$ cat src/rtl/cu_seq_if.sv
// Bundle of the cu_seq control, RAM and ALU signals.
// Handshake: the requester raises start with opcode/dest/src stable; the
// sequencer samples start only while idle (busy=0), and the sample edge
// accepts the instruction. busy then stays high up to and including the
// single done cycle, and err is meaningful only while done=1. start seen
// while busy is dropped, not queued.
// The master modport is the sequencer side; the slave modport is the
// requester / RAM / ALU side.
interface cu_seq_if #(
  parameter int DATA_W = 16,
  parameter int ADDR_W = 6
);
  logic                start;
  logic [3:0]          opcode;
  logic [ADDR_W-1:0]   dest;
  logic [ADDR_W-1:0]   src;
  logic                busy;
  logic                done;
  logic                err;
  logic                flag_z;
  logic                flag_c;
  logic                mem_rd;
  logic                mem_wr;
  logic [ADDR_W-1:0]   mem_addr;
  logic [DATA_W-1:0]   mem_wdata;
  logic [DATA_W-1:0]   mem_rdata;
  logic [3:0]          alu_op;
  logic [DATA_W-1:0]   alu_a;
  logic [DATA_W-1:0]   alu_b;
  logic [2*DATA_W-1:0] alu_result;
  logic                alu_zero;

  modport master (
    input  start, opcode, dest, src, mem_rdata, alu_result, alu_zero,
    output busy, done, err, flag_z, flag_c, mem_rd, mem_wr, mem_addr,
           mem_wdata, alu_op, alu_a, alu_b
  );

  modport slave (
    output start, opcode, dest, src, mem_rdata, alu_result, alu_zero,
    input  busy, done, err, flag_z, flag_c, mem_rd, mem_wr, mem_addr,
           mem_wdata, alu_op, alu_a, alu_b
  );
endinterface

$ cat src/rtl/cu_seq.sv
// Multi-cycle control sequencer: runs one register-to-register instruction
// per start handshake over an external synchronous-read RAM and a
// combinational ALU, keeps registered Z/C flags and reports illegal opcodes.
module cu_seq #(
  parameter int DATA_W = 16,
  parameter int ADDR_W = 6
) (
  input  logic       clk,
  input  logic       rst_n,
  cu_seq_if.master   bus,
  output logic [2:0] state_o
);

  localparam logic [3:0] OP_MOV = 4'b0001;
  localparam logic [3:0] OP_ADD = 4'b0010;
  localparam logic [3:0] OP_SUB = 4'b0011;
  localparam logic [3:0] OP_AND = 4'b0100;
  localparam logic [3:0] OP_OR  = 4'b0101;
  localparam logic [3:0] OP_XOR = 4'b0110;
  localparam logic [3:0] OP_LT  = 4'b1010;
  localparam logic [3:0] OP_EQ  = 4'b1011;
  localparam logic [3:0] OP_MVI = 4'b1100;

  typedef enum logic [2:0] {
    S_IDLE = 3'd0,
    S_RD_A = 3'd1,
    S_RD_B = 3'd2,
    S_EXEC = 3'd3,
    S_WB   = 3'd4,
    S_DONE = 3'd5
  } state_t;

  state_t              state_q, state_d;
  logic [3:0]          op_q;
  logic [ADDR_W-1:0]   dest_q, src_q;
  logic [DATA_W-1:0]   opa_q, res_q;
  logic                err_q, flag_z_q, flag_c_q;

  logic                start_ok, illegal_in;
  logic                is_mov, is_mvi, is_bin, is_addsub;

  logic                busy, done_pulse, err_out;
  logic                rd_strobe, wr_strobe;
  logic [ADDR_W-1:0]   addr;
  logic [DATA_W-1:0]   wdata, a_opnd, b_opnd;
  logic [3:0]          alu_code;

  assign start_ok   = (state_q == S_IDLE) && bus.start;
  assign illegal_in = (bus.opcode == 4'd0) || (bus.opcode > OP_MVI);
  assign is_mov     = (op_q == OP_MOV);
  assign is_mvi     = (op_q == OP_MVI);
  assign is_bin     = op_q inside {OP_ADD, OP_SUB, OP_AND, OP_OR, OP_XOR, OP_LT, OP_EQ};
  assign is_addsub  = (op_q == OP_ADD) || (op_q == OP_SUB);

  // State register; reset aborts any instruction in flight.
  always_ff @(posedge clk or negedge rst_n) begin
    if (!rst_n) state_q <= S_IDLE;
    else        state_q <= state_d;
  end

  // Instruction capture, operand A, ALU result and flag registers.
  always_ff @(posedge clk or negedge rst_n) begin
    if (!rst_n) begin
      op_q     <= '0;
      dest_q   <= '0;
      src_q    <= '0;
      err_q    <= 1'b0;
      opa_q    <= '0;
      res_q    <= '0;
      flag_z_q <= 1'b0;
      flag_c_q <= 1'b0;
    end else begin
      if (start_ok) begin
        op_q   <= bus.opcode;
        dest_q <= bus.dest;
        src_q  <= bus.src;
        err_q  <= illegal_in;
      end
      if (state_q == S_RD_B) opa_q <= bus.mem_rdata;
      if (state_q == S_EXEC) begin
        res_q    <= bus.alu_result[DATA_W-1:0];
        flag_z_q <= bus.alu_zero;
        // Only ADD/SUB define a carry/borrow; other ops keep the old C.
        if (is_addsub) flag_c_q <= bus.alu_result[DATA_W];
      end
    end
  end

  // Next state and per-state RAM/ALU strobes; everything idles at zero.
  always_comb begin
    state_d    = state_q;
    rd_strobe  = 1'b0;
    wr_strobe  = 1'b0;
    addr       = '0;
    wdata      = '0;
    a_opnd     = '0;
    b_opnd     = '0;
    alu_code   = 4'd0;
    done_pulse = 1'b0;
    err_out    = 1'b0;
    case (state_q)
      S_IDLE: begin
        if (bus.start) begin
          if (illegal_in)                 state_d = S_DONE;
          else if (bus.opcode == OP_MVI)  state_d = S_WB;
          else                            state_d = S_RD_A;
        end
      end
      S_RD_A: begin
        rd_strobe = 1'b1;
        addr      = is_mov ? src_q : dest_q;
        state_d   = is_mov ? S_WB : S_RD_B;
      end
      S_RD_B: begin
        if (is_bin) begin
          rd_strobe = 1'b1;
          addr      = src_q;
        end
        state_d = S_EXEC;
      end
      S_EXEC: begin
        a_opnd   = opa_q;
        b_opnd   = is_bin ? bus.mem_rdata : '0;
        // ALU codes run 1..10 for opcodes ADD..EQ, i.e. opcode minus one.
        alu_code = op_q - 4'd1;
        state_d  = S_WB;
      end
      S_WB: begin
        wr_strobe = 1'b1;
        addr      = dest_q;
        if (is_mov)      wdata = bus.mem_rdata;
        else if (is_mvi) wdata = DATA_W'(src_q);
        else             wdata = res_q;
        state_d = S_DONE;
      end
      S_DONE: begin
        done_pulse = 1'b1;
        err_out    = err_q;
        state_d    = S_IDLE;
      end
      default: state_d = S_IDLE;
    endcase
  end

  assign busy = (state_q != S_IDLE);

  assign bus.busy      = busy;
  assign bus.done      = done_pulse;
  assign bus.err       = err_out;
  assign bus.flag_z    = flag_z_q;
  assign bus.flag_c    = flag_c_q;
  assign bus.mem_rd    = rd_strobe;
  assign bus.mem_wr    = wr_strobe;
  assign bus.mem_addr  = addr;
  assign bus.mem_wdata = wdata;
  assign bus.alu_op    = alu_code;
  assign bus.alu_a     = a_opnd;
  assign bus.alu_b     = b_opnd;
  assign state_o       = state_q;

endmodule

$ cat src/flat_wrapper.sv
// flat-port wrapper written by rule: the top's interface ports become plain ports
module cu_seq_flat 
#(
  parameter int DATA_W = 16,
  parameter int ADDR_W = 6
)
  (clk, rst_n, state_o, bus_start, bus_opcode, bus_dest, bus_src, bus_mem_rdata, bus_alu_result, bus_alu_zero, bus_busy, bus_done, bus_err, bus_flag_z, bus_flag_c, bus_mem_rd, bus_mem_wr, bus_mem_addr, bus_mem_wdata, bus_alu_op, bus_alu_a, bus_alu_b);
  cu_seq_if #(.DATA_W(DATA_W), .ADDR_W(ADDR_W)) bus_i ();
  input  logic clk;
  input  logic rst_n;
  output logic [2:0] state_o;
  input wire logic [$bits(bus_i.start)-1:0] bus_start;
  input wire logic [$bits(bus_i.opcode)-1:0] bus_opcode;
  input wire logic [$bits(bus_i.dest)-1:0] bus_dest;
  input wire logic [$bits(bus_i.src)-1:0] bus_src;
  input wire logic [$bits(bus_i.mem_rdata)-1:0] bus_mem_rdata;
  input wire logic [$bits(bus_i.alu_result)-1:0] bus_alu_result;
  input wire logic [$bits(bus_i.alu_zero)-1:0] bus_alu_zero;
  output wire logic [$bits(bus_i.busy)-1:0] bus_busy;
  output wire logic [$bits(bus_i.done)-1:0] bus_done;
  output wire logic [$bits(bus_i.err)-1:0] bus_err;
  output wire logic [$bits(bus_i.flag_z)-1:0] bus_flag_z;
  output wire logic [$bits(bus_i.flag_c)-1:0] bus_flag_c;
  output wire logic [$bits(bus_i.mem_rd)-1:0] bus_mem_rd;
  output wire logic [$bits(bus_i.mem_wr)-1:0] bus_mem_wr;
  output wire logic [$bits(bus_i.mem_addr)-1:0] bus_mem_addr;
  output wire logic [$bits(bus_i.mem_wdata)-1:0] bus_mem_wdata;
  output wire logic [$bits(bus_i.alu_op)-1:0] bus_alu_op;
  output wire logic [$bits(bus_i.alu_a)-1:0] bus_alu_a;
  output wire logic [$bits(bus_i.alu_b)-1:0] bus_alu_b;
  assign bus_i.start = bus_start;
  assign bus_i.opcode = bus_opcode;
  assign bus_i.dest = bus_dest;
  assign bus_i.src = bus_src;
  assign bus_i.mem_rdata = bus_mem_rdata;
  assign bus_i.alu_result = bus_alu_result;
  assign bus_i.alu_zero = bus_alu_zero;
  assign bus_busy = bus_i.busy;
  assign bus_done = bus_i.done;
  assign bus_err = bus_i.err;
  assign bus_flag_z = bus_i.flag_z;
  assign bus_flag_c = bus_i.flag_c;
  assign bus_mem_rd = bus_i.mem_rd;
  assign bus_mem_wr = bus_i.mem_wr;
  assign bus_mem_addr = bus_i.mem_addr;
  assign bus_mem_wdata = bus_i.mem_wdata;
  assign bus_alu_op = bus_i.alu_op;
  assign bus_alu_a = bus_i.alu_a;
  assign bus_alu_b = bus_i.alu_b;
  cu_seq #(.DATA_W(DATA_W), .ADDR_W(ADDR_W)) u_core (.clk(clk), .rst_n(rst_n), .bus(bus_i), .state_o(state_o));
endmodule
$ cat config.mk
export PLATFORM = sky130hd
export DESIGN_NAME = cu_seq_flat
export DESIGN_NICKNAME = d
export VERILOG_FILES = /design/src/rtl/cu_seq_if.sv /design/src/rtl/cu_seq.sv /design/src/flat_wrapper.sv
export SDC_FILE = /design/constraint.sdc
export NUM_CORES = 1
export LEC_CHECK = 0
export BUFFER_PORTS_ARGS = -buffer_cell sky130_fd_sc_hd__buf_2
export CAP_MARGIN = 20
export CORE_MARGIN = 5
export CORE_UTILIZATION = 52
export CTS_BUF_LIST = sky130_fd_sc_hd__clkbuf_4 sky130_fd_sc_hd__clkbuf_8
export DETAILED_ROUTE_END_ITERATION = 7
export HOLD_SLACK_MARGIN = 0.15
export PLACE_DENSITY = 0.87
export RECOVER_POWER = 25
export SYNTH_ARGS = -nofsm -noshare
export SYNTH_HDL_FRONTEND = slang
export SYNTH_SLANG_ARGS = --single-unit
$ cat constraint.sdc
create_clock -name clk -period 3.02 [get_ports clk]
set_clock_uncertainty 0.05 [all_clocks]
set_input_delay 0 -clock clk [delete_from_list [all_inputs] [get_ports clk]]
set_output_delay 0 -clock clk [all_outputs]
set_load 0.05 [all_outputs]
# Word level (Yosys, flattened, before mapping)
# Cells that the tools add are included.
word_totals:
  register_bits: 54
  wordCells: 55
classes:
  reduce_logical: 8
  mux: 20
  n_lt_le_gt_ge: 1
  add_sub_neg: 1
  n_eq_ne: 16
ops:
  columns: ["cell", "n"]
  rows:
  - ["$mux 16", 6]
  - ["$pmux 6 s3", 1]
  - ["$eq 4x4->1 const B", 4]
  - ["$pmux 3 s5", 1]
  - ["$eq 4x3->1 const B", 3]
  - ["$mux 3", 4]
  - ["$mux 6", 2]
  - ["$eq 4x2->1 const B", 2]
  - ["$reduce_bool 7->1", 1]
  - ["$eq 3x2->1 const B", 2]
  - ["$eq 3x3->1 const B", 2]
  - ["$eq 4x1->1 const B", 1]
  - ["$gt 4x4->1 const B", 1]
  - ["$logic_not 4->1", 1]
  - ["$mux 1", 4]
  - ["$mux 4", 1]
  - ["$sub 4x1->4 const B", 1]
  - ["$eq 3x1->1 const B", 1]
  - ["$logic_not 3->1", 1]
  - ["$reduce_bool 3->1", 1]
  - ["$logic_or 1x1->1", 2]
  - ["$ne 2x2->1 const B", 1]
  - ["$pmux 1 s2", 1]
  - ["$reduce_and 2->1", 1]
  - ["$logic_and 1x1->1", 1]

# Depth between registers and ports, before layout
# Gate-level depths: netlist of run 1.
depth:
  depth_word: 5
  mapped_depth: 8
  ltp_nobuf: 6

# Worst setup path before layout of run 1
# No wires, ideal clock.
synth_timing:
  kind: "register to output"
  start: "register u_core.op_q[1]"
  end: "output port bus_mem_wdata[0]"
  arrival_ns: 2.463
  path_stages_with_launch: 7
  setup_slack_ns: 0.507
  n_path_buf: 2
  cell_sequence: "dfrtp_1 inv_1 ha_1 or3b_1 buf_2 buf_2 a211oi_1"
synth_between:
  elab_chain_cells: 4
  elab_cells_between_ends: 5
  cone_classes: "2 x eq/ne; 3 x mux"
synth_lines:
  columns: ["element", "line", "text"]
  rows:
  - ["start: declaration", "cu_seq.sv:34", "logic [3:0] op_q;"]
  - ["start signal: assignment", "cu_seq.sv:74", "op_q <= bus.opcode;"]
  - ["$eq 4x4->1", "cu_seq.sv:51", "assign is_mvi = (op_q == OP_MVI);"]
  - ["$mux 16", "cu_seq.sv:132", "else if (is_mvi) wdata = DATA_W'(src_q);"]
  - ["$mux 16 (*)", "cu_seq.sv:131", "if (is_mov) wdata = bus.mem_rdata;"]
  - ["$mux 16 (*)", "cu_seq.sv:101", "case (state_q)"]
  - ["end: declaration", "flat_wrapper.sv:27", "output wire logic [$bits(bus_i.mem_wdata)-1:0] bus_mem_wdata;"]
# Mark *: on every way between the ends. The rest lies on a longest branch, timed or not.

# Worst setup path in the final report of run 1
layout_timing:
  start: "register u_core.state_q[2], in the netlist u_core.state_o[2]"
  end: "output port bus_alu_b[7]"
layout_between:
  elab_chain_cells: 2
layout_lines:
  columns: ["element", "line", "text"]
  rows:
  - ["start: declaration", "cu_seq.sv:33", "state_t state_q, state_d;"]
  - ["start signal: assignment", "cu_seq.sv:58", "else state_q <= state_d;"]
  - ["$eq 3x2->1", "cu_seq.sv:101", null]
  - ["$mux 16", "cu_seq.sv:101", null]
  - ["end: declaration", "flat_wrapper.sv:30", "output wire logic [$bits(bus_i.alu_b)-1:0] bus_alu_b;"]
# Every way passes these cells.

==> metrics, run 1 <==
Power Dens Cells=just over 1000 nW/um^2; DRT antenna net count=0; final setup margin=about 370 ps; CTS Buffer Depth=2; Post-CTS Setup Inserts=0; # DRC=0; clk sinks=between 50 and 60; Final Hold Vio Count=0; Max Fclk=0.378 GHz; CTS root buf=clkbuf_8; maximum vdd drop=slightly above 0.0007 V; largest net degree at the start of global routing=31; post-layout net count=about 530; worst-path cell chain=and2b_1 > and2_4 > and3_4 > and2_1 > buf_2; leading post-synthesis cells by cell area=dfrtp_1 45%, nand2_1 7.6%, mux2_2 6.4%; Worst path slowest cell=and2b_1; initial antenna violation count=0; RSZ-0062 raised after global routing=false; setup TNS=0 ps; slew margin rel.=0.0745; first-pass GRT wire length=~15000 um; Synth cell types=39; number of max-cap violations=0; number of port buffers=120; cell area after layout=4210 um^2; synth warn=0; die area=roughly 7300 um^2; Max Slew Vio Count=0; Synth Area per Inst=10.1 um^2; CP Max Fanout=19; leakage=2.24 nW; reg2reg setup slack=between 600 and 700 ps; WS Path Type=flop to output pin; RR Startpoint=u_core.state_o[2]; FF/Latch Area=about 1400 um^2; R2R depth=5; Data required, critical path=between 2000 and 3000 ps; Hold Path Cell Cnt=4; Area after DPL=between 3000 and 4000 um^2; Worst Setup SP=u_core.state_o[2]; Seq cells post-synth=between 50 and 60; grt ovf=0; Global Route Usage Sum=0.253; initial drt markers=about 150; Final Cycle Share=0.876; min Tclk post-route=between 2000 and 3000 ps; HP Class=input pin to flop; most common cell after layout, fill and taps aside=buf_2; Post-synth ARST share=1.00; chip height=roughly 86 um; dpl hpwl=approximately 6000 um; Worst setup SP type=flop; leading cell types in the layout, fill and taps excluded=116 x buf_2, 60 x nand2_1, 54 x dfrtp_1, 52 x dlygate4sd3_1, 23 x nor2_1; RD Place Congestion=between 0.8 and 0.9; largest area contributor in the netlist=dfrtp_1; Seq/Total Area, Yosys=0.454; number of buffers created by CTS=5; Area growth syn-to-layout=41.3%; post_cts resized=0; Worst-path clk slew=~100 ps; drt pass-1 iters=4; CP Data Arrival Time=between 2000 and 3000 ps; Starting Density=0.537; drt total wl=about 9000 um; crit path to=bus_alu_b[7]; outcome=completed; share of layout cells above drive strength 1=0.370; CTS Hold Bufs=between 50 and 60; IO Pins=~140; clk_lat worst skew=310 ps; Final Setup Violations=0; post-place setup slack=about 740 ps; DIE WIDTH=85.7 um; Filler cells=between 300 and 400; top_reg_cell synth=dfrtp_1; Synth Cell Area=2980 um^2; Rows=27; Yosys top cell area share=0.454; DR WL/cell=approximately 17 um; core box area=between 5000 and 6000 um^2; syn nets=367; slew at the pin closest to its max-slew limit=~1400 ps; total power=~0.0043 W; Multi-input gate area=1480 um^2; WHS=about 370 ps; synthesized instance count=~300; vias in the first global route=about 2900; Post-synth EDFFs=0; CP endpoint kind=output pin; number of vias per cell=5.37; Via Count=2863; # H-tree levels=2; R2R Path End=u_core.bus.flag_c; CTS tree=built; Crit path largest cell delay=~590 ps
-- layout make-up --
class / count / area share
tap: 72 / 0.0214
sequential: 54 / 0.321
multi-input combinational: 216 / 0.352
antenna: 1 / 0.000595
clock buffer: 5 / 0.0164
inverter: 4 / 0.00357
clock inverter: 3 / 0.00952
timing repair buffer: 178 / 0.275
-- metal layers --
| metal | vias to the layer above | routed length [um] | GRT usage |
|---|---|---|---|
| met4 | 0 | 307 | 0.119 |
| met5 | - | 0 | 0 |
| met1 | 1385 | 3460 | 0.283 |
| li1 | 1335 | - | - |
| met2 | 114 | 4850 | 0.454 |
| met3 | 29 | 536 | 0.0567 |
-- synthesized netlist by cell type (2+ instances only) --
master	n
nand2_1	60
dfrtp_1	54
nor2_1	23
and3_1	17
mux2_2	17
and2_1	14
mux2_1	14
a22oi_2	10
a211oi_1	7
a22o_1	6
and2_4	6
buf_2	6
buf_6	6
clkbuf_1	6
mux2i_1	6
ha_1	5
o21ai_0	5
inv_1	4
nor3_1	3
a21oi_1	2
a31o_2	2
buf_4	2
nor3b_1	2
xnor2_1	2
-- cell families after synthesis --
kind of cell / count (synthesis) / share of synthesized area
simple gates: 137 / 0.229
flops: 54 / 0.454
mux: 37 / 0.137
compound gates: 35 / 0.103
buf+inv: 24 / 0.0504
fa+ha+maj: 5 / 0.0210
xor+xnor: 2 / 0.00588
-- worst min path at each step --
stage,start,to,slack (ps)
2_1_floorplan,rst_n,u_core.bus.flag_c,-350
3_3_place_gp,rst_n,u_core.dest_q[4],-30
3_5_place_dp,rst_n,u_core.dest_q[4],-20
4_1_cts,rst_n,u_core.op_q[0],170
5_1_grt,bus_alu_result[7],u_core.res_q[7],380
6_report,bus_alu_result[2],u_core.res_q[2],370
-- power by group --
group / internal [W] / switching (W)
Clock: 0.000244 / 0.000241
Sequential: 0.00109 / 0.000301
Combinational: 0.000833 / 0.00160
-- worst max-delay path: cells and delay by family (launching register included) --
family,cells,cell delay (ps)
and+or+nand+nor,4,1460
DFF,1,520
buffers and inverters,1,290
-- registers in the layout, summed over array words and instances (netlist names) --
register and count:
u_core.state_o 3, u_core.dest_q 6, u_core.src_q 6, u_core.bus.flag_z 1, u_core.opa_q 16, u_core.err_q 1
u_core.op_q 4, u_core.res_q 16, u_core.bus.flag_c 1
-- stage by stage --
step,cells,util
CTS,532,0.760
global route,532,0.759
global placement,472,0.647
detailed placement,472,0.647
finish,533,0.759
floorplan,294,-
Power figures use the tool's default switching activity.
==> run 2: changes to the inputs <==
--- a/config.mk
+++ b/config.mk
@@ -8,11 +8,10 @@
 export BUFFER_PORTS_ARGS = -buffer_cell sky130_fd_sc_hd__buf_2
 export CAP_MARGIN = 20
 export CORE_MARGIN = 5
-export CORE_UTILIZATION = 52
+export CORE_UTILIZATION = 35
 export CTS_BUF_LIST = sky130_fd_sc_hd__clkbuf_4 sky130_fd_sc_hd__clkbuf_8
 export DETAILED_ROUTE_END_ITERATION = 7
 export HOLD_SLACK_MARGIN = 0.15
-export PLACE_DENSITY = 0.87
 export RECOVER_POWER = 25
 export SYNTH_ARGS = -nofsm -noshare
 export SYNTH_HDL_FRONTEND = slang
==> run 2 against run 1 <==
Against the previous run: wire length is 4.5% lower; non-clock buffer count is 2 higher; highest routed layer unchanged; critical path type unchanged; register-to-register slack improved by 250 ps; setup slack improved by 160 ps; first-iteration DRC count is 59% lower.
==> metrics, run 2 (synthesis results as in run 1) <==
hold path endpoint=u_core.res_q[6]; Worst-path clk slew=around 100 ps; post_cts resized=0; IO Pins=136; Worst setup SP type=flop; CP Data Arrival Time=roughly 2400 ps; CTS Buffer Depth=2; first-pass GRT wire length=around 14000 um; share of layout cells above drive strength 1=0.377; die area=10500 um^2; HP Class=input pin to flop; Post-CTS Setup Inserts=0; drt pass-1 iters=4; core box area=around 8300 um^2; most used cell, CP=nand2_1; Layout Cells excl Fill=567; leading cell types in the layout, fill and taps excluded=119 x buf_2, 60 x nand2_1, 54 x dfrtp_1, 52 x dlygate4sd3_1, 23 x nor2_1; RD Place Congestion=0.740; antenna diode count=0; maximum vdd drop=0.000475 V; R2R Path End=u_core.bus.flag_c; Final Setup Violations=0; number of buffers created by CTS=5; Starting Density=0.361; number of vias per cell=4.78; worst-path cell chain=inv_1 > ha_1 > or3b_1 > nand2_1 > nand2_1 > a22o_1 > buf_2; Global Route Usage Sum=0.168; worst path bufs/invs=2; post-layout net count=534; post-place setup slack=roughly 860 ps; Via Count=between 2000 and 3000; dpl hpwl=6170 um; number of port buffers=120; dpl cells=between 500 and 600; Max Fclk=roughly 0.4 GHz; Final Hold Vio Count=0; Final Cycle Share=0.823; Max Slew Vio Count=0; Area growth syn-to-layout=44.7%; leakage=around 2.3 nW; outcome=completed; CTS root buf=clkbuf_8; DIE WIDTH=just over 100 um; clk sinks=54; clk_lat worst skew=about 310 ps; CTS Hold Bufs=52; Power Dens Cells=between 1000 and 1500 nW/um^2; min Tclk post-route=approximately 2500 ps; Crit path largest cell delay=around 570 ps; CP endpoint kind=output pin; reg2reg setup slack=between 900 and 1000 ps; number of max-cap violations=0; DR WL/cell=approximately 15 um; WHS=358 ps; initial antenna violation count=0; Worst path slowest cell=or3b_1; final setup margin=approximately 530 ps; RSZ-0062 raised after global routing=false; drt total wl=8750 um; Rows=33; Util after Layout=0.522; initial drt markers=61; WS Path Type=flop to output pin; # DRC=0; largest net degree at the start of global routing=between 40 and 50; setup TNS=0 ps; vias in the first global route=about 2700; slew at the pin closest to its max-slew limit=about 1200 ps; DRT antenna net count=0; Worst Setup SP=u_core.op_q[1]; most common cell after layout, fill and taps aside=buf_2; Hold Path Cell Cnt=4; RR Startpoint=u_core.state_o[2]; Data required, critical path=roughly 3000 ps; hold_sp=bus_alu_result[6]; CP Max Fanout=15; biggest regs=u_core.opa_q: 16 flops, u_core.res_q: 16 flops; CTS tree=built; chip height=approximately 100 um; slew margin rel.=0.198; # H-tree levels=2; family with the most delay on the worst path=simple AND/OR/NAND/NOR gates; grt ovf=0; R2R depth=6
[run 2: changes by cell type in the layout (fill, tap and decap cells not counted), sizes merged]
cell / change
buf: +5
clkbuf: -2
clkinv: -2
bufinv: +1
diode: -1
[run 2: worst max path at each step]
stage / to / slack (ps) / cells after the start
after global placement: bus_mem_addr[0] / 890 / 7
after floorplan: bus_mem_wdata[0] / 510 / 6
after global routing: bus_mem_addr[2] / 330 / 7
after detailed placement: bus_mem_addr[0] / 860 / 7
final: bus_mem_addr[0] / 530 / 7
after CTS: bus_mem_addr[0] / 510 / 7
[run 2: final cells by class]
type / instances / area [um^2]
inverters: 4 / 15.0
clock buffers: 6 / 82.6
flip-flops and latches: 54 / 1350
clock inverters: 2 / 60.1
well taps: 105 / 131
multi-input cells: 216 / 1480
fillers: 767 / 3950
repair buffers: 180 / 1190
[run 2: worst min-delay path, delay by kind of cell]
| kind | cells | cell delay (ps) |
|---|---|---|
| simple gates | 2 | 80 |
| buf+inv | 2 | 610 |
[run 2: metrics by stage]
step / power [W] / area, um^2
after global routing: 0.00467 / 4310
after CTS: 0.00443 / 4300
final: 0.00439 / 4310
after global placement: 0.00373 / 3630
after detailed placement: 0.00378 / 3630
after floorplan: 0.00327 / 2980
[run 2: per-layer routing]
| metal | vias to the layer above | global-route usage | wire length (um) |
|---|---|---|---|
| met4 | 0 | 0.0545 | 130 |
| li1 | 1338 | - | - |
| met1 | 1292 | 0.208 | 3780 |
| met2 | 66 | 0.293 | 4450 |
| met3 | 12 | 0.0328 | 391 |
| met5 | - | 0 | 0 |
[run 2: report_power, final]
| group | switching (W) | internal [W] | total (W) |
|---|---|---|---|
| clock | 0.000243 | 0.000354 | 0.000597 |
| sequential | 0.000296 | 0.00109 | 0.00138 |
| combinational | 0.00156 | 0.000849 | 0.00241 |
